**src/rtl/key_debounce_multi_if.sv**
```systemverilog
// Pushbutton bundle between raw board inputs and the game logic.
// 'release' is a reserved word in SystemVerilog. The release pulse is
// therefore carried as release_pulse.
// The debouncer takes the slave modport. The consumer that drives the
// raw keys and reads the events takes the master modport.
interface key_debounce_multi_if #(
    parameter int N_KEYS = 4
);
    logic [N_KEYS-1:0] key_raw;
    logic [N_KEYS-1:0] level;
    logic [N_KEYS-1:0] press;
    logic [N_KEYS-1:0] release_pulse;
    logic              any_press;

    modport master (
        output key_raw,
        input  level,
        input  press,
        input  release_pulse,
        input  any_press
    );

    modport slave (
        input  key_raw,
        output level,
        output press,
        output release_pulse,
        output any_press
    );
endinterface

```
**src/rtl/key_debounce_multi.sv**
```systemverilog
// Multi-channel pushbutton debouncer.
// Each channel does three things:
//   - Synchronises its raw input through two flops.
//   - Debounces it on a sample tick shared by all channels.
//   - Emits a debounced level plus one-cycle press and release pulses.
// Optional auto-repeat is enabled by defining the macro KEY_REPEAT_EN.
// Auto-repeat emits extra press pulses while a key stays held.
// Reset is asynchronous and active high.
module key_debounce_multi #(
    parameter int N_KEYS       = 4,
    parameter int SAMPLE_DIV   = 128,
    parameter int STABLE_CNT   = 4,
    parameter int ACTIVE_LOW   = 1,
    parameter int REPEAT_DELAY = 64,
    parameter int REPEAT_RATE  = 16
) (
    input logic                  clk,
    input logic                  reset,
    key_debounce_multi_if.slave  keys
);

    // Raw value of a key that is not pressed. The synchroniser resets
    // to this value so that no spurious press is seen after reset.
    localparam logic [N_KEYS-1:0] RAW_IDLE =
        (ACTIVE_LOW != 0) ? {N_KEYS{1'b1}} : {N_KEYS{1'b0}};

    localparam int CW = $clog2(STABLE_CNT + 1);
    // Counter value at which the next disagreeing sample completes
    // qualification.
    localparam logic [CW-1:0] STABLE_LAST = CW'(STABLE_CNT - 1);

    logic [N_KEYS-1:0] sync1_reg;
    logic [N_KEYS-1:0] sync2_reg;
    logic [N_KEYS-1:0] key_s;          // synchronised, 1 = pressed
    logic              tick;

    logic [N_KEYS-1:0] level_vec;
    logic [N_KEYS-1:0] press_vec;
    logic [N_KEYS-1:0] release_vec;
    logic [N_KEYS-1:0] press_next_vec;
    logic              any_press_reg;

    // Two-flop synchroniser per channel, preloaded with the idle raw value.
    always_ff @(posedge clk or posedge reset) begin
        if (reset) begin
            sync1_reg <= RAW_IDLE;
            sync2_reg <= RAW_IDLE;
        end else begin
            sync1_reg <= keys.key_raw;
            sync2_reg <= sync1_reg;
        end
    end

    // Polarity is normalised after the synchroniser.
    // Everything downstream then works with 1 = pressed.
    assign key_s = (ACTIVE_LOW != 0) ? ~sync2_reg : sync2_reg;

    // Shared sample prescaler.
    // With SAMPLE_DIV of 1 every cycle is a sample, so no counter exists.
    generate
        if (SAMPLE_DIV == 1) begin : g_no_presc
            assign tick = 1'b1;
        end else begin : g_presc
            localparam int PW = $clog2(SAMPLE_DIV);
            localparam logic [PW-1:0] PRESC_LAST = PW'(SAMPLE_DIV - 1);

            logic [PW-1:0] presc_reg;

            assign tick = (presc_reg == PRESC_LAST);

            // Free-running 0..SAMPLE_DIV-1 counter.
            // Wrapping on tick keeps the tick period exact.
            always_ff @(posedge clk or posedge reset) begin
                if (reset) begin
                    presc_reg <= '0;
                end else if (tick) begin
                    presc_reg <= '0;
                end else begin
                    presc_reg <= presc_reg + 1'b1;
                end
            end
        end
    endgenerate

    generate
        for (genvar gi = 0; gi < N_KEYS; gi++) begin : g_chan
            logic [CW-1:0] stab_cnt_reg;
            logic [CW-1:0] stab_cnt_next;
            logic          level_bit_reg;
            logic          level_next;
            logic          press_bit_reg;
            logic          release_bit_reg;
            logic          flip;

            // Qualification logic, split into three cases:
            //   - A disagreeing sample advances the counter.
            //   - An agreeing sample restarts qualification.
            //   - Between ticks the counter holds its value.
            always_comb begin
                stab_cnt_next = stab_cnt_reg;
                level_next    = level_bit_reg;
                flip          = 1'b0;
                if (tick) begin
                    if (key_s[gi] != level_bit_reg) begin
                        if (stab_cnt_reg == STABLE_LAST) begin
                            flip          = 1'b1;
                            level_next    = ~level_bit_reg;
                            stab_cnt_next = '0;
                        end else begin
                            stab_cnt_next = stab_cnt_reg + 1'b1;
                        end
                    end else begin
                        stab_cnt_next = '0;
                    end
                end
            end

`ifdef KEY_REPEAT_EN
            localparam int RMAX = (REPEAT_DELAY > REPEAT_RATE) ? REPEAT_DELAY : REPEAT_RATE;
            localparam int RW   = $clog2(RMAX + 1);
            localparam logic [RW-1:0] DELAY_LAST = RW'(REPEAT_DELAY - 1);
            localparam logic [RW-1:0] RATE_LAST  = RW'(REPEAT_RATE - 1);

            logic [RW-1:0] rep_cnt_reg;
            logic [RW-1:0] rep_cnt_next;
            logic          rep_phase_reg;   // 0: waiting for first delay, 1: steady rate
            logic          rep_phase_next;
            logic          rep_fire;

            // Auto-repeat timer behaviour:
            //   - It starts from zero on every level edge.
            //   - It runs per tick while the key is held.
            //   - It fires only while no level edge is occurring, so a
            //     release cycle can never carry a repeat pulse.
            always_comb begin
                rep_cnt_next   = rep_cnt_reg;
                rep_phase_next = rep_phase_reg;
                rep_fire       = 1'b0;
                if (flip || !level_bit_reg) begin
                    rep_cnt_next   = '0;
                    rep_phase_next = 1'b0;
                end else if (tick) begin
                    if (rep_cnt_reg == (rep_phase_reg ? RATE_LAST : DELAY_LAST)) begin
                        rep_fire       = 1'b1;
                        rep_cnt_next   = '0;
                        rep_phase_next = 1'b1;
                    end else begin
                        rep_cnt_next = rep_cnt_reg + 1'b1;
                    end
                end
            end

            // Auto-repeat state register.
            always_ff @(posedge clk or posedge reset) begin
                if (reset) begin
                    rep_cnt_reg   <= '0;
                    rep_phase_reg <= 1'b0;
                end else begin
                    rep_cnt_reg   <= rep_cnt_next;
                    rep_phase_reg <= rep_phase_next;
                end
            end

            assign press_next_vec[gi] = (flip && level_next) || rep_fire;
`else
            assign press_next_vec[gi] = flip && level_next;
`endif

            // Level and pulse registers.
            // The pulses load on the same edge as the level flip, so they
            // line up with the first cycle of the new level.
            always_ff @(posedge clk or posedge reset) begin
                if (reset) begin
                    stab_cnt_reg    <= '0;
                    level_bit_reg   <= 1'b0;
                    press_bit_reg   <= 1'b0;
                    release_bit_reg <= 1'b0;
                end else begin
                    stab_cnt_reg    <= stab_cnt_next;
                    level_bit_reg   <= level_next;
                    press_bit_reg   <= press_next_vec[gi];
                    release_bit_reg <= flip && !level_next;
                end
            end

            assign level_vec[gi]   = level_bit_reg;
            assign press_vec[gi]   = press_bit_reg;
            assign release_vec[gi] = release_bit_reg;
        end
    endgenerate

    // any_press is registered from the same next-state term as press.
    // This keeps it cycle-aligned with the individual press outputs.
    always_ff @(posedge clk or posedge reset) begin
        if (reset) begin
            any_press_reg <= 1'b0;
        end else begin
            any_press_reg <= |press_next_vec;
        end
    end

    assign keys.level         = level_vec;
    assign keys.press         = press_vec;
    assign keys.release_pulse = release_vec;
    assign keys.any_press     = any_press_reg;

endmodule

```
**src/flat_wrapper.sv**
```systemverilog
// flat-port wrapper written by rule: the top's interface ports become plain ports
module key_debounce_multi_flat 
#(
    parameter int N_KEYS       = 4,
    parameter int SAMPLE_DIV   = 128,
    parameter int STABLE_CNT   = 4,
    parameter int ACTIVE_LOW   = 1,
    parameter int REPEAT_DELAY = 64,
    parameter int REPEAT_RATE  = 16
)
  (clk, reset, keys_key_raw, keys_level, keys_press, keys_release_pulse, keys_any_press);
  key_debounce_multi_if #(.N_KEYS(N_KEYS)) keys_i ();
  input logic clk;
  input logic reset;
  input wire logic [$bits(keys_i.key_raw)-1:0] keys_key_raw;
  output wire logic [$bits(keys_i.level)-1:0] keys_level;
  output wire logic [$bits(keys_i.press)-1:0] keys_press;
  output wire logic [$bits(keys_i.release_pulse)-1:0] keys_release_pulse;
  output wire logic [$bits(keys_i.any_press)-1:0] keys_any_press;
  assign keys_i.key_raw = keys_key_raw;
  assign keys_level = keys_i.level;
  assign keys_press = keys_i.press;
  assign keys_release_pulse = keys_i.release_pulse;
  assign keys_any_press = keys_i.any_press;
  key_debounce_multi #(.N_KEYS(N_KEYS), .SAMPLE_DIV(SAMPLE_DIV), .STABLE_CNT(STABLE_CNT), .ACTIVE_LOW(ACTIVE_LOW), .REPEAT_DELAY(REPEAT_DELAY), .REPEAT_RATE(REPEAT_RATE)) u_core (.clk(clk), .reset(reset), .keys(keys_i));
endmodule
```
**config.mk**
```make
export PLATFORM = sky130hd
export DESIGN_NAME = key_debounce_multi_flat
export DESIGN_NICKNAME = d
export VERILOG_FILES = /design/src/rtl/key_debounce_multi_if.sv /design/src/rtl/key_debounce_multi.sv /design/src/flat_wrapper.sv
export SDC_FILE = /design/constraint.sdc
export NUM_CORES = 1
export LEC_CHECK = 0
export BUFFER_PORTS_ARGS = -buffer_cell sky130_fd_sc_hd__buf_2
export CORE_MARGIN = 1.5
export CORE_UTILIZATION = 40
export DETAILED_ROUTE_END_ITERATION = 8
export PLACE_DENSITY = 0.65
export SYNTH_ARGS = -nofsm -noshare
export SYNTH_HDL_FRONTEND = slang
export SYNTH_SLANG_ARGS = --single-unit
```
**constraint.sdc**
```tcl
create_clock -name clk -period 1.78 [get_ports clk]
set_input_delay 0 -clock clk [delete_from_list [all_inputs] [get_ports clk]]
set_output_delay 0 -clock clk [all_outputs]
set_load 0.01 [all_outputs]
```
Yosys cells after proc, flatten, opt, wreduce, memory -nomap -nowiden
Cells that the tools add are included.
{ "totals": {"regBits": 40, "latch_bits": 0, "mem_bits_rw": 0, "mem_bits_ro": 0, "input_bits": 6, "out_inout_bits": 13, "word_cells": 85, "mem_count": 0} }
{ "classes": {"n_addsub": 5, "multipliers": 0, "div": 0, "order_cmp": 0, "n_eq_ne": 9, "n_shift": 0, "n_mux": 33, "bitwise_logic": 5, "n_reduce_logical": 13} }
{ "op_table": {"columns": ["operator", "count"], "rows": [
  ["$mux 1", 24],
  ["$mux 3", 8],
  ["$add 3x1->3 const B", 4],
  ["$eq 3x2->1 const B", 4],
  ["$logic_and 1x1->1", 8],
  ["$add 7x1->7 const B", 1],
  ["$eq 7x7->1 const B", 1],
  ["$mux 7", 1],
  ["$logic_not 1->1", 4],
  ["$ne 1x1->1", 4],
  ["$not 1->1", 4],
  ["$not 4->4", 1],
  ["$reduce_or 4->1", 1]
]} }

Depth between registers and ports, before layout
{ "logic_depth": {"depth_word": 6, "ltp_mapped": 5, "mapped_depth_nobuf": 4} }

Least setup slack after synthesis
Ideal clock, no wire load.
{ "synth_timing": {"kind": "reg-to-reg", "from": "register u_core.g_presc.presc_reg[0]", "to": "register u_core.g_presc.presc_reg[5]", "setup_time_ps": 126, "t_arrival_ps": 1398, "required_ps": 1654, "slack_ps": 256, "stages_incl_launch_ff": 6, "n_path_buf": 1, "synth_period_minus_slack_ps": 1524, "path_cell_list": "dfrtp_1 > ha_1 > nand3_4 > or2_1 > buf_6 > a311o_1"} }
{ "synth_via": {"elab_chain_len": 2, "word_cells_on_any_way": 3, "cone_classes": "add/sub (1); eq/ne (1); mux (1)"} }
{ "synth_lines": {"columns": ["element", "line_no", "text"], "rows": [
  ["start, declared", "key_debounce_multi.sv:67", "logic [PW-1:0] presc_reg;"],
  ["start signal, assigned", "key_debounce_multi.sv:79", "presc_reg <= presc_reg + 1'b1;"],
  ["$add 7x1->7 or $eq 7x7->1 (tied branches)", "key_debounce_multi.sv:79, key_debounce_multi.sv:69", null],
  ["$mux 7 *", "key_debounce_multi.sv:76", "end else if (tick) begin"]
]} }
Every way passes the cells marked *; elsewhere a longest branch is shown, timed or not.
A chain may end at the register's enable or synchronous reset.

Final worst setup path
{ "layout_timing": {"from": "register u_core.g_presc.presc_reg[0]", "to": "register u_core.g_chan[2].level_bit_reg"} }
{ "layout_via": {"elab_chain_len": 2} }
{ "layout_lines": {"columns": ["element", "line_no", "text"], "rows": [
  ["$eq 7x7->1", "key_debounce_multi.sv:69", "assign tick = (presc_reg == PRESC_LAST);"],
  ["$mux 1", "key_debounce_multi.sv:103", "if (tick) begin"],
  ["net u_core.g_chan[2].level_next", "key_debounce_multi.sv:90", "logic level_next;"],
  ["end signal, assigned", "key_debounce_multi.sv:180", "level_bit_reg <= level_next;"],
  ["end, declared", "key_debounce_multi.sv:89", "logic level_bit_reg;"]
]} }
The timed path passes the listed nets, and every way through them passes these cells.

==> impl_metrics.yaml <==
worst_hold_path:
  hold_start: "keys_key_raw[0]"
  hold_depth: 2
  hold_path_end: "u_core.sync1_reg[0]"
  hold_class: "in -> reg"
die:
  start_util: 0.422
  std_cell_rows: 23
  core_mm2: 0.00406
  dieArea_mm2: 0.00468
  fp.dieW_um: 68.4
  die_h_um: 68.4
  ios: 19
synthesis:
  synthTopCellsByArea: "dfrtp_1, dfstp_2, buf_4"
  synth_nets: 153
  syn_avg_cell_area_um2: 12.0
  synthArstFlopShare: 1.00
  ys_types: 30
  synth_ff_type: "dfrtp_1"
  netlist_instances: 142
  synth_commonest_cells: "dfrtp_1, buf_4, nor2_1"
  yosysTopAreaCell: "dfrtp_1"
  yosysMostFrequentCell: "dfrtp_1"
  synth-edff-count: 0
  synth_warnings: 0
  ys_seq_elements: 40
  synth.cell_area_mm2: 0.00171
  synth_top_cell_area_share: 0.468
  ys_seq_area_frac: 0.591
clock_network:
  cts_tree: "built"
  path_clk_slew_ns: 0.07
  cts-root-buf: "clkbuf_8"
  clockBufferDepth: 2
  insertion_delay_ns: 0.29
  cts_made_buffers: 5
  postCtsSetupBuffers: 0
  clkSinkCount: 40
  cts.htree.levels: 2
placed_design:
  numPortBuffers: 18
  dp_hpwl_um: 1970
  gp_congestion: 0.784
  dpl.cell_count: 200
critical_path:
  r2r_end: "u_core.g_chan[2].level_bit_reg"
  r2r_slack_ns: 0.17
  r2r_start: "u_core.g_presc.presc_reg[0]"
  critical_path_arrival_ns: 1.81
  cp.required_ns: 1.98
  worst-setup-path-type: "reg -> reg"
  rr_worst_depth: 5
  crit_path_start_kind: "flip-flop"
  path_max_fanout: 11
  end_kind: "flip-flop"
global_route:
  grt_max_degree: 41
  grt_first_pass_wirelength_um: 4880
  grt_pass1_vias: 1013
  track_usage: 0.148
  overflow: 0
  antenna_found_initial: 0
power:
  combPwrFrac: 0.027
  leakage_nw: 0.913
  power_frac_seq: 0.586
  ir_drop_mv: 0.415
  intPower_mw: 1.26
  switchingPower_uw: 333
  finalPower_mw: 1.59
  switching_share: 0.209
  cellPowerDensity_mw_per_mm2: 823
  clockPowerShare: 0.388
timing:
  hold_violations: 0
  slew_violations: 0
  setup_tns_ns: 0
  worst_pin_slew_ns: 0.505
  fin_crit_ns: 1.61
  rsz0062_at_grt: "false"
  finalCritPeriodShare: 0.903
  timing.fmax_ghz: 0.622
  max_slew_margin: 0.663
  finalSetupViolCount: 0
  finalClockSkew_ns: 0.00619
route:
  postRouteAntennaNets: 0
  vias: 1055
  drc: 0
  wirelength_um: 2910
  drt_iter0_markers: 67
  viasPerCell: 4.95
  drt_first_pass_iters: 4
  wl_per_cell_um: 13.6
final_layout:
  largest_register_ffs: 12
  n_antenna_cell: 0
  nFillCells: 374
  drive_gt1_frac: 0.258
  final_core_util: 0.476
  instances_no_fill: 213
  num-nets-final: 173
  syn2layout_area_growth_pct: 12.9
flow_run:
  max_cap_violations: 0
run_status:
  status: "finished clean"
cell usage in the layout, fill, tap and decap left out, drive strengths merged:
master | synthesis | routed
a311o | 1 | 1
a41oi | 1 | 1
and2 | 1 | 1
and3 | 1 | 1
buf | 14 | 22
clkbuf | 0 | 8
dfrtp | 32 | 32
dfstp | 8 | 8
dlygate4sd3 | 0 | 5
ha | 5 | 5
inv | 3 | 3
mux2 | 3 | 3
mux2i | 1 | 1
nand2 | 8 | 8
nand2b | 5 | 5
nand3 | 3 | 3
nand4 | 2 | 2
nor2 | 12 | 12
nor2b | 1 | 1
nor3 | 2 | 2
nor3b | 4 | 4
nor4 | 2 | 2
o21a | 4 | 4
o21ai | 5 | 5
o31ai | 11 | 11
or2 | 1 | 1
or3 | 4 | 4
xnor2 | 1 | 1
xor2 | 7 | 7
logic make-up (layout without fill, tap and decap cells):
group                      after synthesis  count (layout)  share of synthesized area
adders and majority gates                5               5                     0.0366
DFF                                     40              40                      0.591
buffers and inverters                   17              38                     0.0688
muxes                                    4               4                     0.0256
xor gates and xnor gates                 8               8                     0.0410
and+or+nand+nor                         46              46                      0.146
AOI/OAI and AO/OA                       22              22                     0.0914
metrics by stage:
stage | hold slack, ns | instance area (um^2) | setup slack, ns
4_1_cts | 0.333 | 1930 | 0.113
3_3_place_gp | 0.105 | 1790 | 0.104
2_1_floorplan | 0.00448 | 1710 | 0.256
3_5_place_dp | 0.106 | 1790 | 0.0138
6_report | 0.344 | 1930 | 0.173
5_1_grt | 0.334 | 1930 | 0.0451
layer usage:
metal,track usage,wire [um],vias up
met1,0.180,1370,511
li1,-,-,521
met4,0.0675,54,0
met3,0.0592,120,6
met5,0,0,-
met2,0.231,1370,17
power groups by stage:
stage | clock [mW] | sequential (mW) | combinational (mW)
after floorplan | 0 | 0.947 | 0.0212
after global placement | 0 | 0.948 | 0.0339
after detailed placement | 0 | 0.949 | 0.0355
after CTS | 0.634 | 0.932 | 0.0438
after global routing | 0.682 | 0.932 | 0.0485
final | 0.617 | 0.932 | 0.0422
worst max-delay path, stage by stage (launching register included):
cell,delay (ns)
dfrtp_1,0.39
ha_2,0.24
nand3_4,0.12
or2_4,0.33
buf_4,0.19
o31ai_1,0.24
area by class of cell:
type,instances,area [um^2],share of cell area
clock buffer,8,90.1,0.0466
tap,50,62.6,0.0324
multi-input combinational,85,587,0.304
inverter,3,11.3,0.00583
sequential,40,1010,0.523
timing repair buffer,27,170,0.0881
repair_timing:
item / CTS / global route
cloned: 0 / 0
gates resized for setup: 1 / 1
hold buffers: 5 / 0
setup endpoints to repair: 1 / 1
endpoints found under the hold margin: 36 / 0
worst max-delay path by stage:
stage	slack, ns	start	end
after floorplan	0.26	u_core.g_presc.presc_reg[0]	u_core.g_presc.presc_reg[5]
after global placement	0.10	u_core.g_presc.presc_reg[0]	u_core.g_chan[3].level_bit_reg
after detailed placement	0.01	u_core.g_presc.presc_reg[0]	u_core.g_chan[2].level_bit_reg
after CTS	0.11	u_core.g_presc.presc_reg[0]	u_core.g_chan[2].level_bit_reg
after global routing	0.05	u_core.g_presc.presc_reg[0]	u_core.g_chan[2].level_bit_reg
final	0.17	u_core.g_presc.presc_reg[0]	u_core.g_chan[2].level_bit_reg
(Power assumes the default switching activity.)
